### config.mk
export PLATFORM = sky130hd
export DESIGN_NAME = jtpopeye_prom_loader
export DESIGN_NICKNAME = d
export VERILOG_FILES = /design/src/rtl/jtpopeye_prom_loader_pkg.sv /design/src/rtl/jtpopeye_prom_loader.sv
export SDC_FILE = /design/constraint.sdc
export NUM_CORES = 1
export LEC_CHECK = 0
export ABC_AREA = 0
export CAP_MARGIN = 20
export CORE_ASPECT_RATIO = 0.8
export CORE_MARGIN = 2
export CORE_UTILIZATION = 51
export CTS_BUF_LIST = sky130_fd_sc_hd__clkbuf_8 sky130_fd_sc_hd__clkbuf_16
export DETAILED_ROUTE_END_ITERATION = 7
export PLACE_DENSITY = 0.82
export SLEW_MARGIN = 40
export SYNTH_ARGS = -nofsm -noshare
export SYNTH_HDL_FRONTEND = slang
export SYNTH_SLANG_ARGS = --single-unit
export TNS_END_PERCENT = 50
### constraint.sdc
create_clock -name clk -period 3.87 [get_ports clk]
set_input_delay 0.774 -clock clk [delete_from_list [all_inputs] [get_ports clk]]
set_output_delay 0.774 -clock clk [all_outputs]
set_load 0.02 [all_outputs]
### src/rtl/jtpopeye_prom_loader_pkg.sv
// Shared constants and types for the Popeye colour-PROM loader.
package jtpopeye_prom_loader_pkg;

  // Segment layout of the colour-PROM image inside the ROM space
  localparam int unsigned SEG_3A_BASE = 0;
  localparam int unsigned SEG_3A_SIZE = 32;
  localparam int unsigned SEG_4A_BASE = 32;
  localparam int unsigned SEG_4A_SIZE = 32;
  localparam int unsigned SEG_5A_BASE = 64;
  localparam int unsigned SEG_5A_SIZE = 256;
  localparam int unsigned SEG_5B_BASE = 320;
  localparam int unsigned SEG_5B_SIZE = 256;
  localparam int unsigned IMG_LEN     = 576;

  typedef enum logic [1:0] {
    ST_IDLE,
    ST_REQ,
    ST_WRITE,
    ST_DONE
  } state_t;

  typedef enum logic [1:0] {
    SEG_3A,
    SEG_4A,
    SEG_5A,
    SEG_5B
  } seg_t;

  typedef struct packed {
    seg_t       seg;
    logic [7:0] addr;
  } seg_dec_t;

  // Map an image index to its target PROM and segment-relative address
  function automatic seg_dec_t seg_decode(input logic [9:0] n);
    seg_dec_t d;
    if (n < 10'(SEG_3A_BASE + SEG_3A_SIZE)) begin
      d.seg  = SEG_3A;
      d.addr = 8'(n - 10'(SEG_3A_BASE));
    end else if (n < 10'(SEG_4A_BASE + SEG_4A_SIZE)) begin
      d.seg  = SEG_4A;
      d.addr = 8'(n - 10'(SEG_4A_BASE));
    end else if (n < 10'(SEG_5A_BASE + SEG_5A_SIZE)) begin
      d.seg  = SEG_5A;
      d.addr = 8'(n - 10'(SEG_5A_BASE));
    end else begin
      d.seg  = SEG_5B;
      d.addr = 8'(n - 10'(SEG_5B_BASE));
    end
    return d;
  endfunction

endpackage

### src/rtl/jtpopeye_prom_loader.sv
// Copies the 576-byte colour-PROM image from ROM into the four colour
// PROMs (3a, 4a, 5a, 5b), one byte per REQ/WRITE handshake.
module jtpopeye_prom_loader
  import jtpopeye_prom_loader_pkg::*;
#(
  parameter logic [9:0] BASE = 10'h000
) (
  input  logic       clk,
  input  logic       rst,
  input  logic       start,
  output logic [9:0] rom_addr,
  output logic       rom_req,
  input  logic       rom_ok,
  input  logic [7:0] rom_data,
  output logic [7:0] prog_addr,
  output logic [7:0] prom_din,
  output logic       prom_3a_we,
  output logic       prom_4a_we,
  output logic       prom_5a_we,
  output logic       prom_5b_we,
  output logic       busy,
  output logic       done
);

  state_t     state, state_nx;
  logic [9:0] n;
  seg_t       seg_q;
  seg_dec_t   dec;
  logic       last;

  // Segment decode of the current image index
  always_comb begin
    dec  = seg_decode(n);
    last = (n == 10'(IMG_LEN - 1));
  end

  // State register
  always_ff @(posedge clk or posedge rst) begin
    if (rst) state <= ST_IDLE;
    else     state <= state_nx;
  end

  // Next-state logic
  always_comb begin
    state_nx = state;
    case (state)
      ST_IDLE:  if (start)  state_nx = ST_REQ;
      ST_REQ:   if (rom_ok) state_nx = ST_WRITE;
      ST_WRITE: state_nx = last ? ST_DONE : ST_REQ;
      ST_DONE:  state_nx = ST_IDLE;
      default:  state_nx = ST_IDLE;
    endcase
  end

  // Datapath: index, ROM address and latched write data/address.
  // rom_addr is registered (not BASE+n combinationally) so it reads 0 in reset.
  always_ff @(posedge clk or posedge rst) begin
    if (rst) begin
      n         <= '0;
      rom_addr  <= '0;
      prog_addr <= '0;
      prom_din  <= '0;
      seg_q     <= SEG_3A;
    end else begin
      case (state)
        ST_IDLE: begin
          if (start) begin
            n        <= '0;
            rom_addr <= BASE;
          end
        end
        ST_REQ: begin
          if (rom_ok) begin
            prom_din  <= rom_data;
            prog_addr <= dec.addr;
            seg_q     <= dec.seg;
          end
        end
        ST_WRITE: begin
          if (!last) begin
            n        <= n + 10'd1;
            rom_addr <= BASE + n + 10'd1;
          end
        end
        default: ;
      endcase
    end
  end

  // Output decode from state and latched segment
  always_comb begin
    rom_req    = (state == ST_REQ);
    busy       = (state == ST_REQ) || (state == ST_WRITE);
    done       = (state == ST_DONE);
    prom_3a_we = 1'b0;
    prom_4a_we = 1'b0;
    prom_5a_we = 1'b0;
    prom_5b_we = 1'b0;
    if (state == ST_WRITE) begin
      case (seg_q)
        SEG_3A:  prom_3a_we = 1'b1;
        SEG_4A:  prom_4a_we = 1'b1;
        SEG_5A:  prom_5a_we = 1'b1;
        default: prom_5b_we = 1'b1;
      endcase
    end
  end

endmodule
==> results of run 1 <==
==> final cells by class <==
class	instances	share of cell area
Tap cell	40	0.0234
Sequential cell	30	0.351
Timing Repair Buffer	44	0.206
Multi-Input combinational cell	103	0.364
Inverter	9	0.0158
Clock buffer	6	0.0387
==> power groups by stage <==
stage          Combinational, mW  Clock, mW  Sequential, mW
5_1_grt                    0.832      0.267           0.521
6_report                   0.773      0.242           0.505
4_1_cts                    0.774      0.247           0.505
3_3_place_gp               0.744          0           0.500
3_5_place_dp               0.766          0           0.511
2_1_floorplan              0.408          0           0.581
==> per-layer routing <==
layer / GRT usage / routed length (um) / vias to the layer above
met4: 0.136 / 97 / 0
met3: 0.0473 / 133 / 9
met2: 0.318 / 1670 / 36
met1: 0.266 / 1630 / 631
met5: 0 / 0 / -
li1: - / - / 611
==> placed cells by master (no fill, tap or decap), types with 5 or more instances in the layout <==
cell	n
clkdlybuf4s50_1	44
dfrtp_1	30
mux2_1	13
nand2_1	13
o21ai_1	11
ha_1	11
a21oi_1	8
inv_1	6
nor2_1	6
clkbuf_8	6
nand3_1	5
==> cells by family after synthesis <==
logic type,count (synthesis),synth area share
fa+ha+maj,11,0.0839
buf+inv,20,0.0694
xor+xnor,1,0.00534
mux,18,0.121
flops,30,0.458
compound gates,30,0.121
simple gates,43,0.142
==> per-stage QoR <==
| stage | cell area, sq um | total power, mW | std cells |
|---|---|---|---|
| after detailed placement | 2050 | 1.28 | 226 |
| after CTS | 2130 | 1.53 | 232 |
| after global routing | 2140 | 1.62 | 232 |
| after floorplan | 1640 | 0.989 | 153 |
| after global placement | 2050 | 1.24 | 226 |
| final | 2140 | 1.52 | 232 |
==> how the worst max path moves through the flow <==
stage,from,endpoint,slack (ns),depth (start not counted)
floorplan,state[0]$_DFFE_PP0P_,prom_5a_we,1.69,4
global placement,state[0]$_DFFE_PP0P_,prom_5a_we,1.36,5
detailed placement,state[0]$_DFFE_PP0P_,prom_5a_we,1.25,5
CTS,state[0]$_DFFE_PP0P_,prom_5a_we,0.93,5
global route,state[0]$_DFFE_PP0P_,prom_5a_we,0.78,5
finish,state[0]$_DFFE_PP0P_,prom_5a_we,0.95,5
==> tightest hold or removal path, delay by kind of cell (launching register included) <==
kind | cells | cell delay, ns
compound gates | 1 | 0.07
flops | 1 | 0.33
simple gates | 1 | 0.05
==> flip-flops by register name, summed over array words and instances (netlist names) <==
name       cells
prog_addr      8
state          2
seg_q          2
prom_din       8
n             10
==> flow_metrics.py, run 1 <==
metrics = {
    "clocking": {
        "cts_buffers": 5,
        "cts_root_buffer": "clkbuf_8",
        "clk_path_buf_depth": 2,
        "cts_setup_buffers": 0,
        "path_clk_slew_ns": 0.06,
        "cts_hold_buffers": 0,
        "clk_latency_ns": 0.28,
        "cts_max_level": 2,
        "ctsResizeCount": 0,
        "cts_tree": "done",
        "clock_sinks": 30,
    },
    "setup_path": {
        "max_stage_delay_ns": 0.63,
        "critical_path_required_ns": 3.10,
        "rr_worst_depth": 6,
        "r2r-start": "n[6]$_DFFE_PP0P_",
        "path_buf_inv": 3,
        "crit_family": "buffers and inverters",
        "r2r_slack_ns": 1.73,
        "cp-start-kind": "register",
        "critPathMaxFanout": 8,
        "critPathKind": "register to primary output",
        "cp_cell_sequence": "inv_1, ha_1, inv_2, nor3b_1, clkdlybuf4s50_1",
        "r2r_end": "n[6]$_DFFE_PP0P_",
        "crit_slowest_cell": "clkdlybuf4s50_1",
        "cp.arrival_ns": 2.14,
        "critPathCaptureType": "primary output",
    },
    "global_routing": {
        "grt_max_degree": 31,
        "grt_pass1_wl_um": 5420,
        "grt.total_usage": 0.207,
        "antenna_found_initial": 0,
        "grt_pass1_vias": 1149,
        "grt_overflow": 0,
    },
    "synthesis": {
        "synth_cells": 153,
        "synth_area_leaders": "dfrtp_1 (46%), mux2_1 (8.9%), ha_1 (8.4%)",
        "syn_area_sq_um": 1640,
        "synth_edf_count": 0,
        "syn_avg_cell_area_sq_um": 10.7,
        "netlist_top_cells_count": "dfrtp_1 (30), nand2_1 (14), mux2_1 (13)",
        "synth_top_area_share": 0.458,
        "ys_async_sr_fraction": 1.00,
        "synth_cell_type_count": 39,
        "synth_nets": 176,
        "ys_ff_latch": 30,
        "yosysSeqAreaShare": 0.458,
        "synth_warnings": 0,
        "synth.most_common_cell": "dfrtp_1",
        "synth_top_area_cell": "dfrtp_1",
        "synth_flop_cell": "dfrtp_1",
    },
    "detailed_routing": {
        "drcViolationCount": 0,
        "postRouteAntennaNets": 0,
        "wl_per_cell_um": 15.2,
        "post_drt_via_cell_ratio": 5.55,
        "dr.pass1.iters": 4,
        "drtIter0Drc": 74,
        "vias": 1287,
        "finalWirelength_um": 3530,
    },
    "sta": {
        "skew_ns": 0.00606,
        "fin_crit_sh": 0.753,
        "setup_slack_ns": 0.955,
        "setup_viol": 0,
        "rsz0062_at_grt": "no",
        "finalHoldViolations": 0,
        "fin_tns_setup_ns": 0,
        "worst_pin_slew_ns": 0.620,
        "fin_crit_ns": 2.92,
        "holdWs_ns": 0.488,
        "slew_violations": 0,
        "max_freq_mhz": 343,
        "max_slew_margin": 0.586,
    },
    "cells_and_area": {
        "num_antenna_cells": 0,
        "drive_gt1_frac": 0.0729,
        "multi_input_area_sq_um": 778,
        "nets": 216,
        "seqCellArea_sq_um": 751,
        "fin_util": 0.692,
        "area_growth_syn_to_layout_pct": 30.2,
        "n_fill_cell": 216,
    },
    "placed_design": {
        "port_buffers": 44,
        "dpl_worst_slack_ns": 1.25,
        "dp_hpwl_um": 2560,
        "place.gp.congestion": 0.846,
    },
    "flow_run": {
        "cap_violations": 0,
    },
    "hold_path": {
        "min-delay-start": "prog_addr[6]$_DFFE_PP0P_",
        "holdCritPathClass": "register to register",
        "hold_depth": 2,
        "worstHoldEndpoint": "prog_addr[6]$_DFFE_PP0P_",
    },
    "pwr": {
        "pwr-share-comb": 0.509,
        "p_int_mw": 0.904,
        "p_leak_nw": 0.958,
        "powerDensity_nw_per_um2": 712,
        "p_sw_frac": 0.405,
        "ir_drop_mv": 0.496,
        "switching_power_mw": 0.616,
        "pwr-share-seq": 0.332,
        "pwr-share-clk": 0.159,
    },
    "floorplan": {
        "ios": 45,
        "die_x_um": 67.4,
        "fp.dieArea_sq_um": 3690,
        "initial_core_util": 0.532,
        "die_h_um": 54.7,
        "rows": 18,
        "coreArea_sq_um": 3090,
    },
    "status": {
        "status": "finished, final reports clean",
    },
}
No activity file was read; power rests on OpenSTA's default activity.
==> run 2: changes to the inputs <==
--- a/config.mk
+++ b/config.mk
@@ -9,10 +9,10 @@
 export CAP_MARGIN = 20
 export CORE_ASPECT_RATIO = 0.8
 export CORE_MARGIN = 2
-export CORE_UTILIZATION = 51
+export CORE_UTILIZATION = 48
 export CTS_BUF_LIST = sky130_fd_sc_hd__clkbuf_8 sky130_fd_sc_hd__clkbuf_16
 export DETAILED_ROUTE_END_ITERATION = 7
-export PLACE_DENSITY = 0.82
+export PLACE_DENSITY = 0.78
 export SLEW_MARGIN = 40
 export SYNTH_ARGS = -nofsm -noshare
 export SYNTH_HDL_FRONTEND = slang
==> constraint.sdc (replaced) <==
create_clock -name clk -period 3 [get_ports clk]
set_input_delay 0.6 -clock clk [delete_from_list [all_inputs] [get_ports clk]]
set_output_delay 0.6 -clock clk [all_outputs]
set_load 0.02 [all_outputs]
==> flow_metrics.py, run 2 (synthesized netlist as in run 1, its figures left out) <==
metrics = {
    "detailed_routing": {
        "drtIter0Drc": 65,
        "post_drt_via_cell_ratio": 5.44,
        "finalWirelength_um": 3570,
        "vias": 1278,
        "postRouteAntennaNets": 0,
        "drcViolationCount": 0,
        "dr.pass1.iters": 4,
        "wl_per_cell_um": 15.2,
    },
    "clocking": {
        "ctsResizeCount": 0,
        "path_clk_slew_ns": 0.06,
        "clk_path_buf_depth": 2,
        "cts_buffers": 5,
        "cts_max_level": 2,
        "cts_setup_buffers": 0,
        "clk_latency_ns": 0.29,
        "clock_sinks": 30,
        "cts_hold_buffers": 0,
        "cts_tree": "done",
        "cts_root_buffer": "clkbuf_8",
    },
    "setup_path": {
        "cp-start-kind": "register",
        "crit_slowest_cell": "clkdlybuf4s50_1",
        "r2r_slack_ns": 0.87,
        "critPathCaptureType": "primary output",
        "max_stage_delay_ns": 0.63,
        "critPathKind": "register to primary output",
        "cp_cell_sequence": "inv_1, ha_1, inv_2, nor3b_1, clkdlybuf4s50_1",
        "critical_path_required_ns": 2.40,
        "cp.arrival_ns": 2.14,
        "critPathMaxFanout": 8,
        "rr_worst_depth": 6,
    },
    "cells_and_area": {
        "multi_input_area_sq_um": 778,
        "num_antenna_cells": 0,
        "seqCellArea_sq_um": 751,
        "top_register": "n",
        "nets": 217,
        "area_growth_syn_to_layout_pct": 31.2,
        "n_fill_cell": 232,
        "drive_gt1_frac": 0.0769,
        "final_cells": 235,
        "top_regs": "n x10, prog_addr x8, prom_din x8",
        "final_common_cell": "clkdlybuf4s50_1",
        "final_cell_mix": "clkdlybuf4s50_1 (44), dfrtp_1 (30), mux2_1 (13), nand2_1 (13)",
        "largest_register_ffs": 10,
    },
    "floorplan": {
        "initial_core_util": 0.517,
        "rows": 18,
        "die_h_um": 56.3,
        "coreArea_sq_um": 3180,
        "ios": 45,
        "fp.dieArea_sq_um": 3900,
        "die_x_um": 69.4,
    },
    "sta": {
        "fin_tns_setup_ns": 0,
        "skew_ns": 0.00255,
        "max_slew_margin": 0.599,
        "setup_slack_ns": 0.257,
        "finalHoldViolations": 0,
        "rsz0062_at_grt": "no",
        "max_freq_mhz": 365,
        "slew_violations": 0,
        "setup_viol": 0,
        "fin_crit_ns": 2.74,
        "worst_pin_slew_ns": 0.602,
        "fin_crit_sh": 0.914,
    },
    "pwr": {
        "ir_drop_mv": 0.649,
        "p_leak_nw": 0.973,
        "powerDensity_nw_per_um2": 918,
        "totalPowerFinal_mw": 1.98,
    },
    "placed_design": {
        "dp_hpwl_um": 2510,
        "port_buffers": 44,
        "dpl_worst_slack_ns": 0.594,
        "place.gp.congestion": 0.792,
        "dp.cells": 227,
    },
    "flow_run": {
        "cap_violations": 0,
    },
    "global_routing": {
        "grt_max_degree": 31,
        "antenna_found_initial": 0,
        "grt_pass1_wl_um": 5990,
        "grt_overflow": 0,
        "grt.total_usage": 0.196,
        "grt_pass1_vias": 1281,
    },
    "hold_path": {
        "holdCritPathClass": "register to register",
        "hold_depth": 1,
    },
    "status": {
        "status": "finished, final reports clean",
    },
}
[run 2: cell count changes in the layout (fill, tap and decap cells not counted), sizes merged]
cell,change
clkinv,+1
buf,+1
inv,+1
[run 2: through the flow]
step | util | area, sq um | hold slack, ns
2_1_floorplan | - | 1640 | 0.490
3_3_place_gp | 0.648 | 2060 | 0.470
3_5_place_dp | 0.648 | 2060 | 0.480
4_1_cts | 0.677 | 2150 | 0.494
5_1_grt | 0.678 | 2150 | 0.513
6_report | 0.678 | 2150 | 0.490
[run 2: power by group]
part / internal (mW) / leakage (nW) / switching, mW / total [mW]
Sequential: 0.535 / 0.392 / 0.115 / 0.650
Clock: 0.181 / 0.0524 / 0.153 / 0.334
Combinational: 0.455 / 0.528 / 0.536 / 0.991
[run 2: path summary, 6_finish.rpt]
path / startpoint / end
min in group asynchronous: rst / prog_addr[4]$_DFFE_PP0P_
worst min-delay path: prom_din[7]$_DFFE_PP0P_ / prom_din[7]$_DFFE_PP0P_
worst min register to register: prom_din[7]$_DFFE_PP0P_ / prom_din[7]$_DFFE_PP0P_
worst max-delay path: state[0]$_DFFE_PP0P_ / prom_5a_we
max in group asynchronous: rst / seg_q[0]$_DFFE_PP0P_
worst max register to register: n[6]$_DFFE_PP0P_ / n[8]$_DFFE_PP0P_
[run 2: final cells by class]
class                           instances  share of cell area
Multi-Input combinational cell        103               0.362
Sequential cell                        30               0.349
Timing Repair Buffer                   45               0.208
Clock buffer                            6              0.0384
Tap cell                               40              0.0233
Inverter                                9              0.0157
Clock inverter                          2             0.00407
[run 2: layer usage]
layer,vias up,track usage,part of all wire
li1,615,-,-
met1,613,0.245,0.46
met2,43,0.313,0.47
met3,7,0.0449,0.044
met4,0,0.118,0.026
met5,-,0,0
[run 2: worst max-delay path: cells and delay by family (launching register included)]
family	cells	cell delay [ns]
and+or+nand+nor	1	0.20
adders and majority gates	1	0.34
DFF	1	0.41
buffers and inverters	3	0.91
==> run 3: changes to the inputs <==
==> constraint.sdc (replaced) <==
create_clock -name clk -period 3 [get_ports clk]
set_input_delay 0.3 -clock clk [delete_from_list [all_inputs] [get_ports clk]]
set_output_delay 0.3 -clock clk [all_outputs]
set_load 0.02 [all_outputs]
==> flow_metrics.py, run 3 (synthesized netlist as in run 1, its figures left out) <==
metrics = {
    "detailed_routing": {
        "drcViolationCount": 0,
        "drtIter0Drc": 96,
        "postRouteAntennaNets": 0,
        "post_drt_via_cell_ratio": 5.40,
        "dr.pass1.iters": 4,
        "wl_per_cell_um": 14.7,
        "vias": 1268,
        "finalWirelength_um": 3450,
    },
    "setup_path": {
        "cp-start-kind": "register",
        "rr_worst_depth": 6,
        "r2r_slack_ns": 0.91,
        "endpoint": "prom_5a_we",
        "critPathCaptureType": "primary output",
        "crit_path_start": "state[0]$_DFFE_PP0P_",
        "critPathMaxFanout": 8,
        "critical_path_required_ns": 2.70,
        "critPathKind": "register to primary output",
        "r2r_end": "n[8]$_DFFE_PP0P_",
        "cp.arrival_ns": 2.15,
        "r2r-start": "n[7]$_DFFE_PP0P_",
    },
    "global_routing": {
        "grt_max_degree": 31,
        "grt_pass1_vias": 1304,
        "grt_pass1_wl_um": 6020,
        "grt_overflow": 0,
        "grt.total_usage": 0.196,
        "antenna_found_initial": 0,
    },
    "status": {
        "status": "finished, final reports clean",
    },
    "sta": {
        "rsz0062_at_grt": "no",
        "fin_crit_ns": 2.45,
        "max_freq_mhz": 408,
        "fin_tns_setup_ns": 0,
        "skew_ns": 0.00557,
        "holdWs_ns": 0.390,
        "finalHoldViolations": 0,
        "setup_viol": 0,
        "slew_violations": 0,
        "fin_crit_sh": 0.816,
        "max_slew_margin": 0.620,
        "worst_pin_slew_ns": 0.569,
    },
    "clocking": {
        "ctsResizeCount": 0,
        "cts_hold_buffers": 0,
        "cts_tree": "done",
        "cts_max_level": 2,
        "clock_sinks": 30,
        "clk_path_buf_depth": 2,
        "cts_setup_buffers": 0,
        "path_clk_slew_ns": 0.06,
        "cts_root_buffer": "clkbuf_8",
        "cts_buffers": 5,
        "clk_latency_ns": 0.28,
    },
    "floorplan": {
        "die_x_um": 69.4,
        "fp.dieArea_sq_um": 3900,
        "ios": 45,
        "coreArea_sq_um": 3180,
        "initial_core_util": 0.517,
        "die_h_um": 56.3,
        "rows": 18,
    },
    "cells_and_area": {
        "area_growth_syn_to_layout_pct": 31.2,
        "num_antenna_cells": 0,
        "drive_gt1_frac": 0.0769,
        "final_cell_mix": "clkdlybuf4s50_1 (44), dfrtp_1 (30), mux2_1 (13), nand2_1 (13)",
        "final_common_cell": "clkdlybuf4s50_1",
        "seqCellArea_sq_um": 751,
        "multi_input_area_sq_um": 778,
        "top_regs": "n x10, prog_addr x8, prom_din x8",
        "fin_util": 0.678,
        "n_fill_cell": 240,
        "largest_register_ffs": 10,
        "nets": 217,
        "top_register": "n",
    },
    "placed_design": {
        "place.gp.congestion": 0.795,
        "port_buffers": 44,
        "dp_hpwl_um": 2590,
    },
    "flow_run": {
        "cap_violations": 0,
    },
    "hold_path": {
        "holdCritPathClass": "input pin to async pin",
    },
    "pwr": {
        "ir_drop_mv": 0.576,
        "totalPowerFinal_mw": 1.96,
        "p_leak_nw": 0.973,
        "powerDensity_nw_per_um2": 911,
    },
}
## run 3: worst max-delay path: stages, from the launching register on
cell and delay [ns]:
dfrtp_1 0.41, inv_1 0.13, ha_1 0.33, inv_2 0.14, nor3b_1 0.21, clkdlybuf4s50_1 0.64
## run 3: report_power, final
group / switching [mW] / internal (mW) / leakage [nW] / total [mW]
registers: 0.113 / 0.535 / 0.392 / 0.648
logic: 0.531 / 0.455 / 0.528 / 0.987
clock network: 0.146 / 0.181 / 0.0524 / 0.327
## run 3: layout make-up
class                           count  share of cell area
Clock inverter                      2             0.00407
Tap cell                           40              0.0233
Multi-Input combinational cell    103               0.362
Inverter                            9              0.0157
Sequential cell                    30               0.349
Timing Repair Buffer               45               0.208
Clock buffer                        6              0.0384
## run 3: worst min-delay path by stage
stage / from / endpoint / slack [ns]
finish: rst / prom_din[4]$_DFFE_PP0P_ / 0.39
global route: rst / prog_addr[4]$_DFFE_PP0P_ / 0.44
CTS: rst / prom_din[4]$_DFFE_PP0P_ / 0.41
detailed placement: prom_din[6]$_DFFE_PP0P_ / prom_din[6]$_DFFE_PP0P_ / 0.48
global placement: prog_addr[5]$_DFFE_PP0P_ / prog_addr[5]$_DFFE_PP0P_ / 0.47
floorplan: rst / n[0]$_DFFE_PP0P_ / 0.39
## run 3: routing by layer
| layer | global-route usage | wire length, um | vias to the layer above |
|---|---|---|---|
| met2 | 0.327 | 1640 | 40 |
| met4 | 0.0672 | 52 | 0 |
| met1 | 0.234 | 1550 | 601 |
| li1 | - | - | 618 |
| met5 | 0 | 0 | - |
| met3 | 0.0754 | 206 | 9 |
## run 3: per-stage QoR
stage / instance area [sq um] / worst slack (ns) / std cells
after floorplan: 1640 / 1.03 / 153
after global placement: 2060 / 0.966 / 227
after detailed placement: 2060 / 0.888 / 227
after CTS: 2150 / 0.554 / 235
after global routing: 2150 / 0.421 / 235
final: 2150 / 0.551 / 235
